**src/rtl/gshare_pht_if.sv**
```systemverilog
// Bundle of fetch, prediction, PHT and resolve signals between the pipeline/PHT
// and the gshare controller; dbg_state mirrors the controller FSM (1 = RUN).
interface gshare_pht_if #(
  parameter int HIST_LEN = 8
);
  logic                fetch_valid;
  logic                fetch_is_br;
  logic [31:0]         fetch_pc;
  logic                ready;
  logic                pred_taken;
  logic [7:0]          pred_index;
  logic [1:0]          pred_counter;
  logic [HIST_LEN-1:0] pred_ghr;
  logic [7:0]          pht_rindex;
  logic [1:0]          pht_rdata;
  logic                pht_write;
  logic [7:0]          pht_windex;
  logic [1:0]          pht_wdata;
  logic                resolve_valid;
  logic                resolve_taken;
  logic                resolve_mispredict;
  logic [7:0]          resolve_index;
  logic [1:0]          resolve_counter;
  logic [HIST_LEN-1:0] resolve_ghr;
  logic                dbg_state;

  modport master (
    output fetch_valid, fetch_is_br, fetch_pc, pht_rdata,
    output resolve_valid, resolve_taken, resolve_mispredict,
    output resolve_index, resolve_counter, resolve_ghr,
    input  ready, pred_taken, pred_index, pred_counter, pred_ghr,
    input  pht_rindex, pht_write, pht_windex, pht_wdata, dbg_state
  );

  modport slave (
    input  fetch_valid, fetch_is_br, fetch_pc, pht_rdata,
    input  resolve_valid, resolve_taken, resolve_mispredict,
    input  resolve_index, resolve_counter, resolve_ghr,
    output ready, pred_taken, pred_index, pred_counter, pred_ghr,
    output pht_rindex, pht_write, pht_windex, pht_wdata, dbg_state
  );
endinterface

```
**src/rtl/gshare_pht_ctrl.sv**
```systemverilog
// Gshare/bimodal controller for a 256-entry 2-bit PHT: init sweep, prediction,
// registered counter update and history recovery. GSHARE_HASH_EN enables history hashing.
module gshare_pht_ctrl #(
  parameter int         HIST_LEN = 8,
  parameter logic [1:0] INIT_VAL = 2'b01
) (
  input  logic        clk,
  input  logic        rst,
  gshare_pht_if.slave bus
);

  typedef enum logic {S_INIT = 1'b0, S_RUN = 1'b1} state_t;

  state_t              state, state_nx;
  logic [7:0]          init_cnt;
  logic [HIST_LEN-1:0] spec_ghr, ghr_nx;
  logic                wr_pend;
  logic [7:0]          wr_idx;
  logic [1:0]          wr_data;
  logic [7:0]          idx;
  logic [1:0]          eff;
  logic [1:0]          base;
  logic [1:0]          upd;
  logic                run;
`ifdef GSHARE_HASH_EN
  logic [7:0]          hist8;
`endif

  always_ff @(posedge clk) begin
    if (rst) state <= S_INIT;
    else     state <= state_nx;
  end

  always_comb begin
    state_nx = state;
    if (state == S_INIT && init_cnt == 8'hFF) state_nx = S_RUN;
  end

  always_comb begin
`ifdef GSHARE_HASH_EN
    hist8 = '0;
    hist8[HIST_LEN-1:0] = spec_ghr;
    idx = bus.fetch_pc[9:2] ^ hist8;
`else
    idx = bus.fetch_pc[9:2];
`endif
    // Forward the write that commits at the coming edge; the PHT still holds the old value.
    eff  = (wr_pend && wr_idx == idx) ? wr_data : bus.pht_rdata;
    base = (wr_pend && wr_idx == bus.resolve_index) ? wr_data : bus.resolve_counter;
    if (bus.resolve_taken) upd = (base == 2'b11) ? 2'b11 : base + 2'd1;
    else                   upd = (base == 2'b00) ? 2'b00 : base - 2'd1;
`ifdef GSHARE_HASH_EN
    ghr_nx = spec_ghr;
    if (bus.resolve_valid && bus.resolve_mispredict)
      ghr_nx = (bus.resolve_ghr << 1) | HIST_LEN'(bus.resolve_taken);
    else if (bus.fetch_valid && bus.fetch_is_br)
      ghr_nx = (spec_ghr << 1) | HIST_LEN'(eff[1]);
`else
    ghr_nx = '0;
`endif
  end

  always_ff @(posedge clk) begin
    if (rst) begin
      init_cnt <= 8'd0;
      spec_ghr <= '0;
      wr_pend  <= 1'b0;
      wr_idx   <= 8'd0;
      wr_data  <= 2'b00;
    end else if (state == S_INIT) begin
      init_cnt <= init_cnt + 8'd1;
      wr_pend  <= 1'b0;
    end else begin
      spec_ghr <= ghr_nx;
      wr_pend  <= bus.resolve_valid;
      if (bus.resolve_valid) begin
        wr_idx  <= bus.resolve_index;
        wr_data <= upd;
      end
    end
  end

  assign run              = (state == S_RUN) && !rst;
  assign bus.ready        = run;
  assign bus.dbg_state    = (state == S_RUN);
  assign bus.pht_rindex   = idx;
  assign bus.pred_index   = idx;
  assign bus.pred_counter = run ? eff : 2'b00;
  assign bus.pred_taken   = run & eff[1];
  assign bus.pred_ghr     = run ? spec_ghr : '0;

  // A write held over from before reset must never reach the PHT.
  assign bus.pht_write  = !rst && ((state == S_INIT) || wr_pend);
  assign bus.pht_windex = (state == S_INIT) ? init_cnt : wr_idx;
  assign bus.pht_wdata  = (state == S_INIT) ? INIT_VAL : wr_data;

endmodule

```
**src/flat_wrapper.sv**
```systemverilog
// flat-port wrapper written by rule: the top's interface ports become plain ports
module gshare_pht_ctrl_flat 
#(
  parameter int         HIST_LEN = 8,
  parameter logic [1:0] INIT_VAL = 2'b01
)
  (clk, rst, bus_fetch_valid, bus_fetch_is_br, bus_fetch_pc, bus_pht_rdata, bus_resolve_valid, bus_resolve_taken, bus_resolve_mispredict, bus_resolve_index, bus_resolve_counter, bus_resolve_ghr, bus_ready, bus_pred_taken, bus_pred_index, bus_pred_counter, bus_pred_ghr, bus_pht_rindex, bus_pht_write, bus_pht_windex, bus_pht_wdata, bus_dbg_state);
  gshare_pht_if #(.HIST_LEN(HIST_LEN)) bus_i ();
  input  logic clk;
  input  logic rst;
  input wire logic [$bits(bus_i.fetch_valid)-1:0] bus_fetch_valid;
  input wire logic [$bits(bus_i.fetch_is_br)-1:0] bus_fetch_is_br;
  input wire logic [$bits(bus_i.fetch_pc)-1:0] bus_fetch_pc;
  input wire logic [$bits(bus_i.pht_rdata)-1:0] bus_pht_rdata;
  input wire logic [$bits(bus_i.resolve_valid)-1:0] bus_resolve_valid;
  input wire logic [$bits(bus_i.resolve_taken)-1:0] bus_resolve_taken;
  input wire logic [$bits(bus_i.resolve_mispredict)-1:0] bus_resolve_mispredict;
  input wire logic [$bits(bus_i.resolve_index)-1:0] bus_resolve_index;
  input wire logic [$bits(bus_i.resolve_counter)-1:0] bus_resolve_counter;
  input wire logic [$bits(bus_i.resolve_ghr)-1:0] bus_resolve_ghr;
  output wire logic [$bits(bus_i.ready)-1:0] bus_ready;
  output wire logic [$bits(bus_i.pred_taken)-1:0] bus_pred_taken;
  output wire logic [$bits(bus_i.pred_index)-1:0] bus_pred_index;
  output wire logic [$bits(bus_i.pred_counter)-1:0] bus_pred_counter;
  output wire logic [$bits(bus_i.pred_ghr)-1:0] bus_pred_ghr;
  output wire logic [$bits(bus_i.pht_rindex)-1:0] bus_pht_rindex;
  output wire logic [$bits(bus_i.pht_write)-1:0] bus_pht_write;
  output wire logic [$bits(bus_i.pht_windex)-1:0] bus_pht_windex;
  output wire logic [$bits(bus_i.pht_wdata)-1:0] bus_pht_wdata;
  output wire logic [$bits(bus_i.dbg_state)-1:0] bus_dbg_state;
  assign bus_i.fetch_valid = bus_fetch_valid;
  assign bus_i.fetch_is_br = bus_fetch_is_br;
  assign bus_i.fetch_pc = bus_fetch_pc;
  assign bus_i.pht_rdata = bus_pht_rdata;
  assign bus_i.resolve_valid = bus_resolve_valid;
  assign bus_i.resolve_taken = bus_resolve_taken;
  assign bus_i.resolve_mispredict = bus_resolve_mispredict;
  assign bus_i.resolve_index = bus_resolve_index;
  assign bus_i.resolve_counter = bus_resolve_counter;
  assign bus_i.resolve_ghr = bus_resolve_ghr;
  assign bus_ready = bus_i.ready;
  assign bus_pred_taken = bus_i.pred_taken;
  assign bus_pred_index = bus_i.pred_index;
  assign bus_pred_counter = bus_i.pred_counter;
  assign bus_pred_ghr = bus_i.pred_ghr;
  assign bus_pht_rindex = bus_i.pht_rindex;
  assign bus_pht_write = bus_i.pht_write;
  assign bus_pht_windex = bus_i.pht_windex;
  assign bus_pht_wdata = bus_i.pht_wdata;
  assign bus_dbg_state = bus_i.dbg_state;
  gshare_pht_ctrl #(.HIST_LEN(HIST_LEN), .INIT_VAL(INIT_VAL)) u_core (.clk(clk), .rst(rst), .bus(bus_i));
endmodule
```
**config.mk**
```make
export PLATFORM = sky130hd
export DESIGN_NAME = gshare_pht_ctrl_flat
export DESIGN_NICKNAME = d
export VERILOG_FILES = /design/src/rtl/gshare_pht_if.sv /design/src/rtl/gshare_pht_ctrl.sv /design/src/flat_wrapper.sv
export SDC_FILE = /design/constraint.sdc
export NUM_CORES = 1
export LEC_CHECK = 0
export ABC_CLOCK_PERIOD_IN_PS = 1680
export CELL_PAD_IN_SITES_DETAIL_PLACEMENT = 2
export CELL_PAD_IN_SITES_GLOBAL_PLACEMENT = 2
export CORE_MARGIN = 3
export CORE_UTILIZATION = 17
export DETAILED_ROUTE_END_ITERATION = 7
export PLACE_DENSITY = 0.81
export SLEW_MARGIN = 5
export SYNTH_ARGS = -nofsm -noshare
export SYNTH_HDL_FRONTEND = slang
export SYNTH_SLANG_ARGS = --single-unit
```
**constraint.sdc**
```tcl
create_clock -name clk -period 1.68 [get_ports clk]
set_input_delay 0.336 -clock clk [delete_from_list [all_inputs] [get_ports clk]]
set_output_delay 0.336 -clock clk [all_outputs]
set_load 0.05 [all_outputs]
```
==> results of run 1 <==
==> stage by stage <==
stage	instances	hold slack (ns)	setup TNS, ns
global route	334	0.591	-1.97
detailed placement	323	0.527	-2.61
global placement	323	0.502	-2.28
floorplan	172	0.463	-0.958
finish	334	0.549	-1.41
CTS	331	0.539	-1.27
==> repair_timing <==
item / CTS / global route
buffers inserted: 4 / 3
pin swaps: 8 / 0
endpoints found under the setup margin: 6 / 11
gates resized for setup: 28 / 21
endpoints found under the hold margin: 0 / 0
==> routing by layer <==
layer | GRT usage (%) | up-vias | wire [um] | share of wire [%]
met5 | 0 | - | 0 | 0
met2 | 22.4 | 48 | 3170 | 54
met4 | 2.13 | 0 | 135 | 2.3
met1 | 11.8 | 667 | 2200 | 37
li1 | - | 643 | - | -
met3 | 2.11 | 6 | 365 | 6.2
==> state kept, by name, indices dropped and copies added, names as in the netlist <==
register              cells
u_core.init_cnt           8
u_core.wr_idx             8
u_core.wr_data            2
u_core.bus.dbg_state      1
u_core.wr_pend            1
==> worst max-delay path: stages <==
cell and delay (ns):
clkdlybuf4s15_1 0.24, xnor2_2 0.20, nand4_1 0.15, nor4_4 0.18
buf_4 0.18, mux2i_4 0.29, buf_12 0.17
==> worst paths after layout <==
| path | depth (start not counted) | from | end |
|---|---|---|---|
| setup / recovery | 7 | bus_fetch_pc[6] | bus_pred_taken |
| hold / removal | 2 | u_core.init_cnt[5]$_SDFFE_PP0N_ | u_core.init_cnt[5]$_SDFFE_PP0N_ |
| setup reg to reg | 6 | u_core.wr_idx[3]$_SDFFE_PP0P_ | u_core.wr_data[1]$_SDFFE_PP0P_ |
| hold reg to reg | 2 | u_core.init_cnt[5]$_SDFFE_PP0N_ | u_core.init_cnt[5]$_SDFFE_PP0N_ |
==> layout by cell type (no fill, tap or decap), types with 2 or more instances in the layout <==
master | synthesis | final
a21oi_1 | 14 | 13
and2_1 | 2 | 2
buf_12 | 0 | 25
buf_4 | 25 | 29
buf_6 | 0 | 3
buf_8 | 0 | 7
clkbuf_8 | 0 | 3
clkdlybuf4s15_1 | 0 | 4
clkdlybuf4s15_2 | 0 | 2
clkdlybuf4s50_1 | 0 | 15
conb_1 | 1 | 8
dfxtp_1 | 20 | 12
dfxtp_2 | 0 | 7
dlygate4sd2_1 | 0 | 2
inv_1 | 2 | 2
maj3_1 | 2 | 2
mux2_2 | 8 | 3
mux2_4 | 0 | 5
mux2i_1 | 5 | 3
nand2_1 | 26 | 24
nand2_2 | 0 | 2
nand4_1 | 3 | 3
nor2_1 | 11 | 11
nor2b_1 | 3 | 2
nor4_4 | 2 | 2
o21ai_0 | 5 | 5
xnor2_1 | 16 | 9
xnor2_2 | 0 | 7
xor2_1 | 6 | 5
==> area by class of cell <==
cell class / count / area share [%]
clock inverter: 1 / 1.16
tap: 102 / 4.92
multi-input combinational: 119 / 34.2
timing repair buffer: 87 / 41.9
inverter: 2 / 0.289
sequential: 20 / 15.9
clock buffer: 3 / 1.59
==> power by group <==
group | leakage [nW] | total [mW] | internal (mW) | switching [mW]
registers | 0.166 | 0.486 | 0.478 | 0.00751
logic | 0.823 | 0.415 | 0.183 | 0.232
clock network | 0.0357 | 0.499 | 0.319 | 0.180
total | 1.02 | 1.40 | 0.980 | 0.419
==> cells by family after synthesis <==
family | after synthesis
AOI/OAI and AO/OA | 20
other | 1
DFF | 20
muxes | 13
buffers and inverters | 33
xor gates and xnor gates | 22
adders and majority gates | 3
and+or+nand+nor | 53
==> impl_summary.log, run 1 <==
INFO  metric drt-wirelength-per-cell = 17.6 um
INFO  metric clock_skew = 0.0102 ns
INFO  metric simple_logic_cell_fraction_of_the_synthesized_area = 20.0%
INFO  metric criticalPathCategory = primary input to output pin
INFO  metric synth.mux.area_fraction = 10.2%
INFO  metric wl = 5860 um
INFO  metric pre_cts_ws = -0.747 ns
INFO  metric fin_total_pwr = 1.40 mW
INFO  metric result_of_the_run = finished with violations
INFO  metric ff2ff_setup_slack = 0.13 ns
INFO  metric route.vias.total = 1364
INFO  metric worst_setup_hold_path_clk_slew = 0.08 ns
INFO  metric worst_slack = -0.423 ns
INFO  metric power_leakage = 1.02 nW
INFO  metric final_report_max_slew_violation_count = 0
INFO  metric die-width = 95.7 um
INFO  metric dominantRegCellSynth = dfxtp_1
INFO  metric routabilityCongestion = 0.797
INFO  metric post_route_cells_drive_above_1_share = 44.4%
INFO  metric cts_inserted_buffers = 3
INFO  metric antenna_violating_nets_post_route = 0
INFO  metric drcViolationCount = 0
INFO  metric final.period_utilization = 125%
INFO  metric rsz0062_at_grt = true
INFO  metric synth_xor_xnor_area_share = 14.1%
INFO  metric initial_antenna_violation_count = 0
INFO  metric worst_ep_required_time = 1.34 ns
INFO  metric fillCellCount = 827
INFO  metric final-seq-area = 413 sq um
INFO  metric hpwlAfterDp = 4080 um
INFO  metric post_synth_edffs = 0
INFO  metric worstPathMaxFanout = 2
INFO  metric synth_top_family_by_area = simple AND/OR/NAND/NOR gates
INFO  metric share_of_the_yosys_chip_area_belonging_to_registers = 29.3%
INFO  metric yosys_warnings = 0
INFO  metric synth_cell_types = 26
INFO  metric initialDrtViolationCount = 73
INFO  metric grt_overflow_total = 0
INFO  metric cts.root.buffer_cell = clkbuf_8
INFO  metric synth.top_cell.area_share = 29.3%
INFO  metric failing_checks = setup timing
INFO  metric clock_insertion_delay_worst_skew = 0.27 ns
INFO  metric worst_hold_path_type = flip-flop to flip-flop
INFO  metric start_util = 17.6%
INFO  metric synth_compound_gate_area_share = 7.40%
INFO  metric multi_input_area = 887 sq um
INFO  metric synth-adder-area-share = 2.38%
INFO  metric start_kind = primary input
INFO  metric detail_route.first_pass.iterations = 4
INFO  metric postCtsHoldBufs = 0
INFO  metric pin_count = 99
INFO  metric irDropWorstVdd = 305 uV
INFO  metric synth_top_cells_by_count = nand2_1, buf_4, dfxtp_1
INFO  metric grt_first_pass_wirelength = 7820 um
INFO  metric worstSetupEndpointType = output pin
INFO  metric yosysMostFrequentCell = nand2_1
INFO  metric postSynthAreaPerCell = 8.30 sq um
INFO  metric synth_area_leaders = dfxtp_1, buf_4, xnor2_1, nand2_1, mux2_2
INFO  metric routed_via_density = 4.08
INFO  metric antenna_cells = 0
INFO  metric grt_start_max_net_pins = 21
INFO  metric setup_viol = 10
INFO  metric track_usage = 11.1%
INFO  metric timing_hold_violations_final = 0
INFO  metric synth.largest_area_cell = dfxtp_1
INFO  metric post-route-min-period = 2.10 ns
INFO  metric max_clock_freq = 475 MHz
INFO  metric synth_cells = 165
INFO  metric ctsLongestPathBuffers = 2
INFO  metric powerDensity = 540 nW/um^2
INFO  metric area_growth = 89.5%
INFO  metric post-route-cell-area = 2590 sq um
INFO  metric max_cap_viol_count = 0
INFO  metric fp-row-count = 32
INFO  metric first_global_vias = 1487
INFO  metric port-buffer-count = 55
INFO  metric postLayoutCoreUtil = 33.4%
INFO  metric dpl_cell_area = 2320 sq um
INFO  metric flop_and_latch_count_out_of_synthesis = 20
INFO  metric asyncSetResetFlopFracSynth = 0%
INFO  metric tritoncts_clock_tree = done
INFO  metric num-nets-final = 293
INFO  metric design.core.area = 7770 sq um
INFO  metric synthesis.area = 1370 sq um
INFO  metric cts-htree-levels = 1
INFO  metric die_height = 95.7 um
INFO  metric dieArea = 9160 sq um
INFO  metric worstPathArrival = 1.77 ns
INFO  metric cts_sinks = 20
(Power assumes the default switching activity.)
==> run 2, diff against run 1 <==
- CORE_UTILIZATION: 17 -> 18
- CTS_BUF_LIST: not set -> sky130_fd_sc_hd__clkbuf_4 sky130_fd_sc_hd__clkbuf_8
- PLACE_DENSITY: 0.81 -> 0.85
==> run 2 against run 1 <==
Effect of this change:
- critical path depth is 1 lower
- non-clock buffer count is 5 lower
- core utilization is 0.13 points higher
- clock skew is 0.0045 ns lower
- final cell count is 2.4% lower
- power is 9.5% lower
- sequential power hardly changed
- the flow still finishes with violations (setup timing)
- largest power group is now registers
- routed wire length is 18% lower
- clock power is 25% lower
- final area is 5.3% lower
==> impl_summary.log, run 2 (same netlist as run 1, synthesis figures left out) <==
INFO  metric routabilityCongestion = 0.721 (-9.5%)
INFO  metric tritoncts_clock_tree = done
INFO  metric setup_viol = 3 (-7)
INFO  metric grt_first_pass_wirelength = 7410 um (-5.2%)
INFO  metric clock_power_share = 29.6% (-6.0 points)
INFO  metric clock_insertion_delay_worst_skew = 0.26 ns (about the same)
INFO  metric failing_checks = setup timing
INFO  metric detail_route.first_pass.iterations = 4 (unchanged)
INFO  metric irDropWorstVdd = 250 uV (-18%)
INFO  metric cts-htree-levels = 1 (unchanged)
INFO  metric p_sw = 0.399 mW (-4.8%)
INFO  metric worstPathMaxFanout = 2 (unchanged)
INFO  metric drcViolationCount = 0 (unchanged)
INFO  metric worstPathArrival = 1.73 ns (-0.04 ns)
INFO  metric routed_via_density = 4.00 (-2.1%)
INFO  metric grt_overflow_total = 0 (unchanged)
INFO  metric worstSetupEndpointType = output pin
INFO  metric pin_count = 99 (unchanged)
INFO  metric final.period_utilization = 123% (-2.3 points)
INFO  metric clock_skew = 0.00572 ns (-0.00449 ns)
INFO  metric cts_inserted_buffers = 3 (unchanged)
INFO  metric timing.hold.worst_path_depth = 2 (unchanged)
INFO  metric dieArea = 8690 sq um (-5.2%)
INFO  metric start_util = 18.7% (+1.0 points)
INFO  metric cts.root.buffer_cell = clkbuf_8
INFO  metric post-route-min-period = 2.07 ns (-0.0380 ns)
INFO  metric ctsLongestPathBuffers = 2 (unchanged)
INFO  metric grt_start_max_net_pins = 22 (+4.8%)
INFO  metric power_leakage = 0.976 nW (-4.8%)
INFO  metric powerDensity = 516 nW/um^2 (-4.4%)
INFO  metric wl = 4800 um (-18%)
INFO  metric hpwlAfterDp = 3860 um (-5.3%)
INFO  metric port-buffer-count = 55 (unchanged)
INFO  metric area_growth = 79.5%
INFO  metric worst_slack = -0.385 ns (+0.0380 ns)
INFO  metric worst_setup_hold_path_clk_slew = 0.08 ns (about the same)
INFO  metric route.vias.total = 1303 (-4.5%)
INFO  metric finalNonFillerCells = 326 (-2.4%)
INFO  metric antenna_violating_nets_post_route = 0 (unchanged)
INFO  metric rsz0062_at_grt = true
INFO  metric first_global_vias = 1468 (-1.3%)
INFO  metric die_height = 93.2 um (-2.6%)
INFO  metric post_route_cells_drive_above_1_share = 41.0% (-3.4 points)
INFO  metric hold_ws = 0.561 ns (+0.0114 ns)
INFO  metric final_report_max_slew_violation_count = 0 (unchanged)
INFO  metric cts_sinks = 20 (unchanged)
INFO  metric share_comb_of_total_power = 32.1% (+2.4 points)
INFO  metric track_usage = 11.0% (-0.063 points)
INFO  metric internal_power = 0.868 mW (-11%)
INFO  metric sequential_share_of_power = 38.3% (+3.6 points)
INFO  metric postCtsHoldBufs = 0 (unchanged)
INFO  metric pre_cts_ws = -0.788 ns (-0.0413 ns)
INFO  metric timing_hold_violations_final = 0 (unchanged)
INFO  metric power.switching_fraction = 31.5% (+1.5 points)
INFO  metric die-width = 93.2 um (-2.6%)
INFO  metric totalNegativeSetupSlack = -1.11 ns (+0.302 ns)
INFO  metric largestRegisters = u_core.init_cnt (8), u_core.wr_idx (8), u_core.wr_data (2)
INFO  metric initialDrtViolationCount = 22 (-70%)
INFO  metric rr_worst_depth = 5 (-1)
INFO  metric result_of_the_run = finished with violations
INFO  metric max_cap_viol_count = 0 (unchanged)
INFO  metric criticalPathCategory = flip-flop to output pin
INFO  metric fp-row-count = 31 (-3.1%)
INFO  metric placed_cells_incl_taps = 319 (-1.2%)
INFO  metric worst_ep_required_time = 1.34 ns (about the same)
INFO  metric fillCellCount = 791 (-4.4%)
INFO  metric mostFrequentLayoutCells = nand2_1, buf_12, buf_4
INFO  metric design.core.area = 7330 sq um (-5.6%)
INFO  metric drt-wirelength-per-cell = 14.7 um (-16%)
INFO  metric initial_antenna_violation_count = 0 (unchanged)
INFO  metric fin_total_pwr = 1.27 mW (-9.5%)
INFO  metric antenna_cells = 0 (unchanged)
INFO  metric start_kind = flip-flop
INFO  metric num-nets-final = 288 (-1.7%)
INFO  metric worst_hold_path_type = flip-flop to flip-flop
INFO  metric max_clock_freq = 484 MHz (+1.8%)
==> run 2: layout make-up <==
cell class                 count  area [sq um]  area share (%)
timing repair buffer          82          1010            41.1
tap                           99           124            5.04
sequential                    20           412            16.8
inverter                       2          7.51           0.305
multi-input combinational    119           850            34.6
clock buffer                   4          55.1            2.24
==> run 2: routing by layer <==
metal / track usage [%] / share of wire, % / vias up / wire (um)
li1: - / - / 636 / -
met1: 12.0 / 39 / 627 / 1900
met2: 21.5 / 55 / 40 / 2630
met3: 2.57 / 5.9 / 0 / 283
met4: 2.20 / 0 / 0 / 0
met5: 0 / 0 / - / 0
==> run 2: critical path, cell delays in order (launching register included) <==
cell and delay, ns:
dfxtp_2 0.35, xnor2_2 0.16, nand4_1 0.17, nor4_4 0.16
buf_4 0.17, mux2i_4 0.30, buf_12 0.17
==> run 2: worst paths after layout <==
check	startpoint	end	slack, ns
setup / recovery	u_core.wr_idx[2]$_SDFFE_PP0P_	bus_pred_counter[1]	-0.39
setup reg to reg	u_core.wr_idx[5]$_SDFFE_PP0P_	u_core.wr_data[1]$_SDFFE_PP0P_	0.19
hold reg to reg	u_core.init_cnt[5]$_SDFFE_PP0N_	u_core.init_cnt[5]$_SDFFE_PP0N_	0.56
hold / removal	u_core.init_cnt[5]$_SDFFE_PP0N_	u_core.init_cnt[5]$_SDFFE_PP0N_	0.56
==> run 2: metrics by stage <==
stage,util (%),area (sq um)
3_3_place_gp,31.5,2310
3_5_place_dp,31.5,2310
5_1_grt,33.5,2460
4_1_cts,32.9,2410
2_1_floorplan,-,1460
6_report,33.5,2460
==> run 2: power groups by stage <==
stage / clock [mW] / combinational [mW] / sequential [mW]
global placement: 0 / 0.392 / 0.496
finish: 0.375 / 0.406 / 0.486
CTS: 0.387 / 0.403 / 0.486
floorplan: 0 / 0.235 / 0.495
global route: 0.415 / 0.426 / 0.487
detailed placement: 0 / 0.402 / 0.497
==> run 2: what timing repair did <==
item,4_1_cts,5_1_grt
pin swaps,7,1
buffers inserted,3,0
endpoints found under the setup margin,5,10
resized for setup,20,14
